[src/rtl/pipe_ctrl_pkg.sv]
// Purpose: shared stall-vector layout, stall encodings and multi-cycle FSM states for pipe_ctrl.
// Latency: n/a (constants and types only).
// Backpressure: n/a.
package pipe_ctrl_pkg;

   // Register address width used across the core's register-file buses.
   localparam int RegAddrBus = 5;

   // Stall vector layout: one hold bit per pipeline register, PC first.
   localparam int STALL_W   = 6;
   localparam int STALL_PC  = 0;
   localparam int STALL_IF  = 1;
   localparam int STALL_ID  = 2;
   localparam int STALL_EX  = 3;
   localparam int STALL_MEM = 4;
   localparam int STALL_WB  = 5;

   // Stall encodings. Holding everything up to stage N means the register
   // just after N takes a bubble.
   localparam logic [STALL_W-1:0] StallNone   = 6'b000000;
   localparam logic [STALL_W-1:0] StallFromId = 6'b000111;  // PC/IF/ID held, ID_EX bubbles
   localparam logic [STALL_W-1:0] StallFromEx = 6'b001111;  // PC/IF/ID/EX held, EX_MEM bubbles

   // Multi-cycle EX sequencer states.
   typedef enum logic [1:0] {
      MC_IDLE = 2'd0,
      MC_RUN  = 2'd1,
      MC_DONE = 2'd2
   } mc_state_t;

   // Counter width able to hold LAT-1 for the longer op; never narrower than 1 bit.
   function automatic int mc_cnt_width(input int mul_lat, input int div_lat);
      int max_lat;
      max_lat = (mul_lat > div_lat) ? mul_lat : div_lat;
      return (max_lat > 1) ? $clog2(max_lat) : 1;
   endfunction

endpackage

[src/rtl/pipe_ctrl_mc_seq.sv]
// Purpose: sequences a mul/div sitting in EX; raises mc_req while EX must hold, pulses mc_done when the result is ready.
// Latency: mc_req combinational on entry; LAT+1 request cycles, then one mc_done cycle.
// Backpressure: none accepted; ex_mc_start is a level held by the pipeline while the op sits in EX.
module mc_seq
   import pipe_ctrl_pkg::*;
#(
   parameter int MUL_LAT = 3,
   parameter int DIV_LAT = 32
) (
   input  logic clk,
   input  logic rst,
   input  logic ex_mc_start,
   input  logic ex_mc_kind,
   output logic mc_req,
   output logic mc_busy,
   output logic mc_done
);

   localparam int CNT_W = mc_cnt_width(MUL_LAT, DIV_LAT);

   // Counter preload values: RUN lasts exactly LAT cycles (LAT-1 down to 0).
   localparam logic [CNT_W-1:0] MUL_LOAD = CNT_W'(MUL_LAT - 1);
   localparam logic [CNT_W-1:0] DIV_LOAD = CNT_W'(DIV_LAT - 1);

   mc_state_t        state_q;
   mc_state_t        state_d;
   logic [CNT_W-1:0] cnt_q;
   logic [CNT_W-1:0] cnt_d;

   // State and latency counter registers; synchronous reset aborts any op in flight.
   always_ff @(posedge clk) begin
      if (rst) begin
         state_q <= MC_IDLE;
         cnt_q   <= '0;
      end else begin
         state_q <= state_d;
         cnt_q   <= cnt_d;
      end
   end

   // Next-state, counter update and request/busy/done decode.
   always_comb begin
      state_d = state_q;
      cnt_d   = cnt_q;
      mc_req  = 1'b0;
      mc_busy = 1'b0;
      mc_done = 1'b0;

      unique case (state_q)
         MC_IDLE: begin
            // Kind is only looked at here; it is folded into the counter preload.
            if (ex_mc_start) begin
               mc_req  = 1'b1;
               cnt_d   = ex_mc_kind ? DIV_LOAD : MUL_LOAD;
               state_d = MC_RUN;
            end
         end
         MC_RUN: begin
            mc_req  = 1'b1;
            mc_busy = 1'b1;
            if (cnt_q == '0) begin
               state_d = MC_DONE;
            end else begin
               cnt_d = cnt_q - CNT_W'(1);
            end
         end
         MC_DONE: begin
            // The finished op is still in EX this cycle, so its start level is ignored.
            mc_done = 1'b1;
            state_d = MC_IDLE;
         end
         default: begin
            state_d = MC_IDLE;
         end
      endcase

      // Outputs are quiet while reset is held, regardless of the current state.
      if (rst) begin
         mc_req  = 1'b0;
         mc_busy = 1'b0;
         mc_done = 1'b0;
      end
   end

endmodule

[src/rtl/pipe_ctrl.sv]
// Purpose: pipeline control; merges load-use, multi-cycle EX and taken-branch events into per-stage stall and IF/ID flush.
// Latency: outputs combinational from sequencer state and current inputs.
// Backpressure: stall bits hold pipeline registers; a branch flush is suppressed while ID is held.
module pipe_ctrl
   import pipe_ctrl_pkg::*;
#(
   parameter int MUL_LAT    = 3,
   parameter int DIV_LAT    = 32,
   parameter int REG_ADDR_W = RegAddrBus
) (
   input  logic                  clk,
   input  logic                  rst,
   input  logic                  id_re1,
   input  logic [REG_ADDR_W-1:0] id_raddr1,
   input  logic                  id_re2,
   input  logic [REG_ADDR_W-1:0] id_raddr2,
   input  logic                  ex_is_load,
   input  logic [REG_ADDR_W-1:0] ex_wd,
   input  logic                  ex_wreg,
   input  logic                  ex_mc_start,
   input  logic                  ex_mc_kind,
   input  logic                  branch_taken,
   output logic [STALL_W-1:0]    stall,
   output logic                  flush,
   output logic                  mc_busy,
   output logic                  mc_done
);

   logic mc_req;
   logic ex_load_wr;
   logic src1_hit;
   logic src2_hit;
   logic ld_req;

   mc_seq #(
      .MUL_LAT (MUL_LAT),
      .DIV_LAT (DIV_LAT)
   ) u_mc_seq (
      .clk         (clk),
      .rst         (rst),
      .ex_mc_start (ex_mc_start),
      .ex_mc_kind  (ex_mc_kind),
      .mc_req      (mc_req),
      .mc_busy     (mc_busy),
      .mc_done     (mc_done)
   );

   // Load-use hazard: ID needs a register the load in EX has not produced yet.
   // x0 is hardwired, so a load targeting it never creates a dependency.
   always_comb begin
      ex_load_wr = ex_is_load & ex_wreg & (ex_wd != '0);
      src1_hit   = id_re1 & (id_raddr1 == ex_wd);
      src2_hit   = id_re2 & (id_raddr2 == ex_wd);
      ld_req     = ex_load_wr & (src1_hit | src2_hit);
   end

   // Stall priority (multi-cycle EX over load-use) and branch flush gated by an ID hold.
   always_comb begin
      stall = StallNone;
      flush = 1'b0;

      if (mc_req) begin
         stall = StallFromEx;
      end else if (ld_req) begin
         stall = StallFromId;
      end

      // A held ID keeps the branch in place; it re-resolves once released.
      flush = branch_taken & ~stall[STALL_ID];

      if (rst) begin
         stall = StallNone;
         flush = 1'b0;
      end
   end

endmodule

[config.mk]
export PLATFORM = sky130hd
export DESIGN_NAME = pipe_ctrl
export DESIGN_NICKNAME = d
export VERILOG_FILES = /design/src/rtl/pipe_ctrl_pkg.sv /design/src/rtl/pipe_ctrl_mc_seq.sv /design/src/rtl/pipe_ctrl.sv
export SDC_FILE = /design/constraint.sdc
export NUM_CORES = 1
export LEC_CHECK = 0
export CORE_AREA = 2 2 42 44
export CTS_BUF_LIST = sky130_fd_sc_hd__clkbuf_4 sky130_fd_sc_hd__clkbuf_8 sky130_fd_sc_hd__clkbuf_16
export DETAILED_ROUTE_END_ITERATION = 7
export DIE_AREA = 0 0 44 46
export GPL_ROUTABILITY_DRIVEN = 0
export PLACE_DENSITY = 0.8
export SKIP_LAST_GASP = 1
export SYNTH_ARGS = -nofsm -noshare
export SYNTH_HDL_FRONTEND = slang
export SYNTH_SLANG_ARGS = --single-unit
[constraint.sdc]
create_clock -name clk -period 2 [get_ports clk]
set_input_delay 0.2 -clock clk [delete_from_list [all_inputs] [get_ports clk]]
set_output_delay 0.2 -clock clk [all_outputs]
set_load 0.01 [all_outputs]
## Word level (Yosys, flattened, before mapping)

Index checks and enable logic that the tools add are counted.

- Bits in registers: 7
- Bits of input ports: 24
- Output and inout port bits: 9

- Add/subtract/negate cells: 1
- Equal/unequal tests: 7
- Mux-type cells: 18
- Bitwise logic cells: 8
- Reductions and logical operators: 6

Operator list:

| operator | number |
|---|---|
| 2-to-1 mux 5 bit | 3 |
| == test 5 bit | 2 |
| one-hot mux 5 bit (2 select lines) | 1 |
| 2-to-1 mux 1 bit | 7 |
| AND 1 bit | 6 |
| 2-to-1 mux 6 bit | 1 |
| zero test 5 bit | 1 |
| nonzero test 5 bit | 1 |
| subtractor 5 x 1 -> 5 bit (second input constant) | 1 |
| 2-to-1 mux 2 bit | 2 |
| 2-to-1 mux 4 bit | 1 |
| != test 2 bit (second input constant) | 2 |
| one-hot mux 2 bit (2 select lines) | 1 |
| 2-to-1 mux 3 bit | 1 |
| AND reduction 3 bit | 1 |
| == test 2 x 1 -> 1 bit (second input constant) | 1 |
| == test 2 bit (second input constant) | 1 |
| zero test 2 bit | 1 |
| != test 2 x 1 -> 1 bit (second input constant) | 1 |
| one-hot mux 1 bit (2 select lines) | 1 |
| AND reduction 2 bit | 1 |
| nonzero test 2 bit | 1 |
| NOT 1 bit | 1 |
| OR 1 bit | 1 |

## Logic depth before layout (Yosys ltp)

Gate-level depths: netlist of the first run.

- Depth in word-level cells: 9
- Mapped depth: 5

## Modules after synthesis

From an unflattened synthesis of the first run, not the netlist that was laid out.

- Cell total of the unflattened synthesis: 71
- Area, all modules: 634.4 µm²

Modules (own cells, without submodules):

| module | instances | cells each | area each (µm²) | sequential area each (µm²) |
|---|---|---|---|---|
| mc_seq | 1 | 44 | 430.4 | 140.1 |
| pipe_ctrl | 1 | 27 | 203.9 | 0.0 |

## Worst setup path after synthesis of the first run

Ideal clock, no wire load.

- Path type: input port to output port
- Start point: in ex_wd[3]
- End point: out stall[1]
- Data arrival time: 1.489 ns
- Required time: 1.800 ns
- Path slack: 0.311 ns
- Stages: 5
- Path buffers: 1
- Path through: xor2_1 > nor4_2 > a32oi_1 > o32ai_1 > buf_4

- Word-level cells in the longest chain between the ends: 7
- Elaborated cells between the ends (all ways): 11
- Those cells by class: eq/ne (2); mux (3); bitwise (5); reduce/logical (1)

Ends and longest elaborated chain:

| what | line | text |
|---|---|---|
| from (decl) | pipe_ctrl.sv:18 | `input logic [REG_ADDR_W-1:0] ex_wd,` |
| == test 5 bit, on equally long branches | pipe_ctrl.sv:52, pipe_ctrl.sv:53 |  |
| AND 1 bit, on equally long branches | pipe_ctrl.sv:52, pipe_ctrl.sv:53 |  |
| OR 1 bit | pipe_ctrl.sv:54 | `ld_req = ex_load_wr & (src1_hit \| src2_hit);` |
| AND 1 bit * | pipe_ctrl.sv:54 |  |
| 2-to-1 mux 3 bit * | pipe_ctrl.sv:64 | `end else if (ld_req) begin` |
| 2-to-1 mux 4 bit * | pipe_ctrl.sv:62 | `if (mc_req) begin` |
| 2-to-1 mux 6 bit * | pipe_ctrl.sv:71 | `if (rst) begin` |
| to (decl) | pipe_ctrl.sv:23 | `output logic [STALL_W-1:0] stall,` |

Mark *: on every way between the ends. The rest lies on a longest branch, timed or not.

## Worst setup path after layout of the first run

- Start point: reg u_mc_seq.state_q[0]
- End point: out mc_busy

- Word-level cells in the longest chain between the ends: 3

Ends and longest elaborated chain:

| what | line | text |
|---|---|---|
| from (decl) | pipe_ctrl_mc_seq.sv:25 | `mc_state_t state_q;` |
| from (signal assigned) | pipe_ctrl_mc_seq.sv:36 | `state_q <= state_d;` |
| == test 2 x 1 -> 1 bit | pipe_ctrl_mc_seq.sv:49 | `unique case (state_q)` |
| 2-to-1 mux 1 bit | pipe_ctrl_mc_seq.sv:49 |  |
| 2-to-1 mux 1 bit | pipe_ctrl_mc_seq.sv:78 | `if (rst) begin` |
| to (decl) | pipe_ctrl.sv:25 | `output logic mc_busy,` |

Every way passes these cells.

==> results.py, run 1 <==
metrics = {
    "place": {
        "dpl_cell_area_um2": 917,
        "numPortBuffers": 30,
        "dp_slack_ns": -0.614,
        "hpwl_um": 1330,
    },
    "routing": {
        "first_iter_violations": 9,
        "wl_per_cell_um": 14.8,
        "drc": 0,
        "avgViaCountPerCell": 5.31,
        "postRouteAntennaNets": 0,
        "route.met2.wl_um": 962,
        "dr.max_layer_used": "met3",
        "wl_met3_um": 161,
        "via_count": 653,
        "wl_um": 1820,
        "wl_met1_um": 698,
        "first_pass_iters": 4,
    },
    "floorplanning": {
        "die-area_um2": 2020,
        "dieWidth_um": 44,
        "ios": 33,
        "num_rows": 15,
        "die_h_um": 46,
        "initial_core_util_pct": 36.9,
        "core_um2": 1610,
    },
    "yosys": {
        "synthTopCellsByArea": "dfxtp_1 24%, xor2_1 12%, nor2_1 5.7%",
        "synth_cells": 72,
        "avgSynthCellArea_um2": 8.27,
        "ys_types": 33,
        "synth_edf_count": 0,
        "syn_area_um2": 596,
        "yosysTopAreaCell": "dfxtp_1",
        "synth_warnings": 0,
        "ys_seq_area_share_pct": 23.5,
        "async_flop_share_pct": 0,
        "ys_ff_latch": 7,
        "synth_flop_cell": "dfxtp_1",
        "synth.top_cell.area_share_pct": 23.5,
    },
    "global_route": {
        "grt_remaining_overflow": 0,
        "grt_max_degree": 12,
        "grt_pass1_vias": 640,
        "antenna_found_initial": 0,
        "grt_pass1_wl_um": 2650,
        "grt_usage_pct": 18.1,
    },
    "critical_path": {
        "path_max_fanout": 7,
        "r2r_slack_ns": 0.50,
        "arrival_ns": 1.66,
        "r2r-start": "u_mc_seq.state_q[0]",
        "crit_slowest_cell": "clkdlybuf4s50_1",
        "endpoint_kind": "primary output",
        "required_ns": 1.80,
        "critical_path.startpoint_type": "flop",
        "setup.worst_path.start": "u_mc_seq.state_q[0]",
        "reg2reg_depth": 5,
        "crit_end": "mc_busy",
        "max_stage_delay_ns": 0.55,
        "r2r_end": "u_mc_seq.cnt_q[0]",
        "crit_chain": "nand2b_1 -> nor2_1 -> clkdlybuf4s50_1",
        "critPathKind": "flop to primary output",
    },
    "clock_tree": {
        "clk_latency_ns": 0.26,
        "numCtsBuffers": 3,
        "cts_sinks": 7,
        "cts_tree": "done",
        "root_buffer": "clkbuf_4",
        "clock_path_buffers": 2,
        "cts.htree.levels": 1,
        "clk_pin_slew_worst_paths_ns": 0.06,
    },
    "cells_and_area": {
        "final_area_um2": 967,
        "nets": 133,
        "syn2layout_area_growth_pct": 62.4,
        "drive_above_1_share_pct": 20.8,
        "n_antenna_cell": 0,
    },
    "timing": {
        "finalHoldViolCount": 0,
        "layout_setup_ws_ns": 0.137,
        "fin_crit_sh_pct": 93.1,
        "clock_skew_ns": 0.00322,
        "fmax_mhz": 537,
        "drv_slew": 0,
        "fin_crit_ns": 1.86,
        "setup_viol": 0,
        "finalSetupTns_ns": 0,
    },
    "hold_path": {
        "hold_class": "flop to flop",
    },
    "pwr": {
        "power-per-cell-area_nw_per_um2": 606,
        "p_leak_nw": 0.429,
        "peakVddDrop_mv": 0.331,
        "finalPower_w": 0.000586,
    },
    "status": {
        "outcome": "completed",
    },
    "job": {
        "maxCapViolCount": 0,
    },
}
-- report_power, final --
group	internal [W]	switching, W	leakage, nW
Combinational	0.000127	0.000128	0.353
Clock	0.0000901	0.0000587	0.0184
Sequential	0.000160	0.0000217	0.0579
-- what timing repair did --
action                     CTS  global route
hold buffers                 0             0
gates resized for setup     24            11
buffers inserted             1             0
gates cloned                 0             0
setup endpoints to repair    4             4
pin swaps                    5             5
-- placed cells by master (no fill, tap or decap), types with 3 or more instances in the layout --
cell	synthesis	final
dfxtp_1	7	7
clkbuf_4	0	4
dlymetal6s2s_1	0	6
o21ai_0	6	6
nor3b_1	3	3
dlygate4sd2_1	0	3
nor2_1	9	8
clkdlybuf4s50_1	0	14
a21oi_1	4	4
buf_2	0	3
xor2_1	8	8
buf_4	4	4
-- worst min-delay path by stage --
stage | from | end | slack [ns] | depth (start not counted)
floorplan | ex_mc_kind | u_mc_seq.cnt_q[0] | 0.43 | 2
global placement | u_mc_seq.cnt_q[4] | u_mc_seq.cnt_q[4] | 0.48 | 2
detailed placement | u_mc_seq.cnt_q[4] | u_mc_seq.cnt_q[4] | 0.49 | 2
CTS | u_mc_seq.cnt_q[4] | u_mc_seq.cnt_q[4] | 0.49 | 2
global route | u_mc_seq.cnt_q[3] | u_mc_seq.cnt_q[3] | 0.54 | 2
finish | u_mc_seq.cnt_q[4] | u_mc_seq.cnt_q[4] | 0.50 | 2
-- stage by stage --
stage,std cells,hold WS (ns),util [%]
finish,123,0.495,59.9
global route,123,0.543,59.9
CTS,124,0.494,59.1
global placement,119,0.478,56.8
detailed placement,119,0.486,56.8
floorplan,73,0.428,-
-- metal layers --
| layer | global-route usage (%) | vias to the layer above |
|---|---|---|
| li1 | - | 321 |
| met1 | 18.8 | 306 |
| met2 | 33.8 | 26 |
| met3 | 3.97 | 0 |
| met4 | 9.09 | 0 |
| met5 | 0 | - |
-- synthesized netlist by cell type (all sizes together), types with 2 or more instances --
library cell and n:
a21oi 4, and2 2, and3 2, buf 4
dfxtp 7, ha 2, inv 2, nor2 9
nor2b 2, nor3 2, nor3b 3, nor4 2
o21ai 7, xnor2 2, xor2 8
-- sequential cells by signal (all words and copies together) (netlist names) --
signal / cells
u_mc_seq.cnt_q: 5
u_mc_seq.state_q: 2
-- worst max-delay path, delay by kind of cell (launching register included) --
| kind | cells | cell delay (ns) |
|---|---|---|
| simple gates | 2 | 0.38 |
| buf+inv | 1 | 0.55 |
| flops | 1 | 0.47 |
-- area by class of cell --
cell class,count,area [um^2]
well taps,17,21.3
inverters,2,7.51
fillers,151,647
multi-input cells,59,445
clock buffers,4,30.0
repair buffers,34,323
flip-flops and latches,7,140
-- kinds of logic (layout without fill, tap and decap cells) --
logic type / Yosys count / count (layout) / synth area share [%]
adder cells (fa/ha/maj): 2 / 2 / 4.20
XOR/XNOR: 10 / 10 / 14.7
flip-flops: 7 / 7 / 23.5
buffers and inverters: 7 / 40 / 6.93
other: 1 / 2 / 0.630
AO/OA/AOI/OAI: 19 / 19 / 24.4
AND/OR/NAND/NOR: 26 / 26 / 25.6
(Power assumes the default switching activity.)
==> inputs of run 2 (changes only) <==
--- a/config.mk
+++ b/config.mk
@@ -11,6 +11,7 @@
 export DIE_AREA = 0 0 44 46
 export GPL_ROUTABILITY_DRIVEN = 0
 export PLACE_DENSITY = 0.8
+export SKIP_CTS_REPAIR_TIMING = 1
 export SKIP_LAST_GASP = 1
 export SYNTH_ARGS = -nofsm -noshare
 export SYNTH_HDL_FRONTEND = slang
==> run 2 against run 1 <==
Fmax shrank 0.14%. Core utilization rose by 2.3 points. Sequential power barely moved. First-iteration DRC count decreased by 11%. Design area is 3.9% higher. Die area unchanged. Via count down 1.4%. Hold slack got worse by 0.0036 ns. Wire length rose by 0.88%. Highest routed layer unchanged. Setup slack worse by 0.0026 ns. Clock skew hardly changed.
==> results.py, run 2 (synthesized netlist as in run 1, its figures left out) <==
metrics = {
    "status": {
        "outcome": "completed",
    },
    "routing": {
        "first_iter_violations": 8,
        "first_pass_iters": 4,
        "postRouteAntennaNets": 0,
        "avgViaCountPerCell": 5.19,
        "wl_per_cell_um": 14.8,
        "via_count": 644,
        "drc": 0,
        "wl_um": 1840,
    },
    "place": {
        "numPortBuffers": 30,
        "dp_slack_ns": -0.614,
        "hpwl_um": 1330,
    },
    "critical_path": {
        "crit_slowest_cell": "clkdlybuf4s50_1",
        "crit_chain": "nand2b_1 -> nor2_1 -> clkdlybuf4s50_1",
        "worst-path-buf-inv": 1,
        "max_stage_delay_ns": 0.55,
        "cp_top_family": "buffers and inverters",
        "critical_path.startpoint_type": "flop",
        "required_ns": 1.80,
        "critPathKind": "flop to primary output",
        "arrival_ns": 1.67,
        "path_max_fanout": 7,
        "endpoint_kind": "primary output",
    },
    "cells_and_area": {
        "syn2layout_area_growth_pct": 68.7,
        "final_cell_mix": "14 x clkdlybuf4s50_1, 13 x dlymetal6s2s_1, 9 x nor2_1, 8 x xor2_1, 7 x dfxtp_1",
        "top_register": "u_mc_seq.cnt_q",
        "drive_above_1_share_pct": 19.6,
        "n_antenna_cell": 0,
        "largestRegisters": "u_mc_seq.cnt_q: 5 flops, u_mc_seq.state_q: 2 flops",
        "largest_reg_flops": 5,
        "nets": 134,
        "layout_commonest_cell": "clkdlybuf4s50_1",
    },
    "clock_tree": {
        "cts_tree": "done",
        "cts_sinks": 7,
        "numCtsBuffers": 3,
        "clock_path_buffers": 2,
        "clk_pin_slew_worst_paths_ns": 0.06,
        "clk_latency_ns": 0.26,
        "cts.htree.levels": 1,
        "root_buffer": "clkbuf_4",
    },
    "pwr": {
        "p_leak_nw": 0.503,
        "finalPower_w": 0.000590,
        "peakVddDrop_mv": 0.330,
        "power-per-cell-area_nw_per_um2": 588,
    },
    "timing": {
        "setup_viol": 0,
        "fin_crit_ns": 1.87,
        "whs_ns": 0.492,
        "clock_skew_ns": 0.00339,
        "layout_setup_ws_ns": 0.135,
        "rsz0062_at_grt": "false",
        "finalSetupTns_ns": 0,
        "fmax_mhz": 536,
        "fin_crit_sh_pct": 93.3,
        "drv_slew": 0,
        "finalHoldViolCount": 0,
    },
    "floorplanning": {
        "dieWidth_um": 44,
        "ios": 33,
        "core_um2": 1610,
        "initial_core_util_pct": 36.9,
        "die_h_um": 46,
        "num_rows": 15,
        "die-area_um2": 2020,
    },
    "global_route": {
        "grt_max_degree": 12,
        "antenna_found_initial": 0,
        "grt_pass1_vias": 628,
        "grt_remaining_overflow": 0,
        "grt_pass1_wl_um": 2570,
        "grt_usage_pct": 17.5,
    },
    "hold_path": {
        "hold_class": "flop to flop",
    },
    "job": {
        "maxCapViolCount": 0,
    },
}
-- run 2: changes by cell type in the layout (fill, tap and decap cells not counted), sizes merged --
cell / before / now
clkdlybuf4s15: 3 / 0
dlygate4sd2: 3 / 0
dlymetal6s2s: 6 / 13
-- run 2: metrics by stage --
stage	cells	area (um^2)	util [%]
4_1_cts	123	947	58.7
2_1_floorplan	73	599	-
6_report	124	1000	62.2
5_1_grt	124	1000	62.2
3_5_place_dp	119	917	56.8
3_3_place_gp	119	917	56.8
-- run 2: final timing paths --
check,start,slack (ns),end,depth (start not counted)
worst max-delay path,u_mc_seq.state_q[0],0.13,mc_busy,3
worst min-delay path,u_mc_seq.cnt_q[4],0.49,u_mc_seq.cnt_q[4],2
worst max register to register,u_mc_seq.state_q[0],0.50,u_mc_seq.cnt_q[0],5
worst min register to register,u_mc_seq.cnt_q[4],0.49,u_mc_seq.cnt_q[4],2
-- run 2: layout make-up --
| type | instances | area [um^2] |
|---|---|---|
| inverters | 2 | 7.51 |
| fillers | 141 | 609 |
| multi-input cells | 59 | 450 |
| well taps | 17 | 21.3 |
| flip-flops and latches | 7 | 140 |
| clock buffers | 4 | 30.0 |
| repair buffers | 35 | 355 |
-- run 2: tightest hold or removal path, stage by stage (launching register included) --
cell	delay, ns
dfxtp_1	0.31
o21ai_0	0.07
a21oi_1	0.06
-- run 2: power breakdown --
| part | total [W] | internal, W | switching [W] |
|---|---|---|---|
| logic | 0.000260 | 0.000131 | 0.000129 |
| registers | 0.000182 | 0.000160 | 0.0000215 |
| clock network | 0.000149 | 0.0000901 | 0.0000586 |
| total | 0.000590 | 0.000381 | 0.000209 |
-- run 2: routing by layer --
layer,global-route usage [%],routed length (um)
met3,4.37,144
met2,32.6,1010
met4,9.09,0
met1,17.8,683
met5,0,0
==> inputs of run 3 (changes only) <==
--- a/config.mk
+++ b/config.mk
@@ -11,8 +11,8 @@
 export DIE_AREA = 0 0 44 46
 export GPL_ROUTABILITY_DRIVEN = 0
 export PLACE_DENSITY = 0.8
-export SKIP_CTS_REPAIR_TIMING = 1
 export SKIP_LAST_GASP = 1
+export SLEW_MARGIN = 20
 export SYNTH_ARGS = -nofsm -noshare
 export SYNTH_HDL_FRONTEND = slang
 export SYNTH_SLANG_ARGS = --single-unit
==> results of run 3 <==
Same layout as run 1: the final DEF is identical, and so are final timing and power.
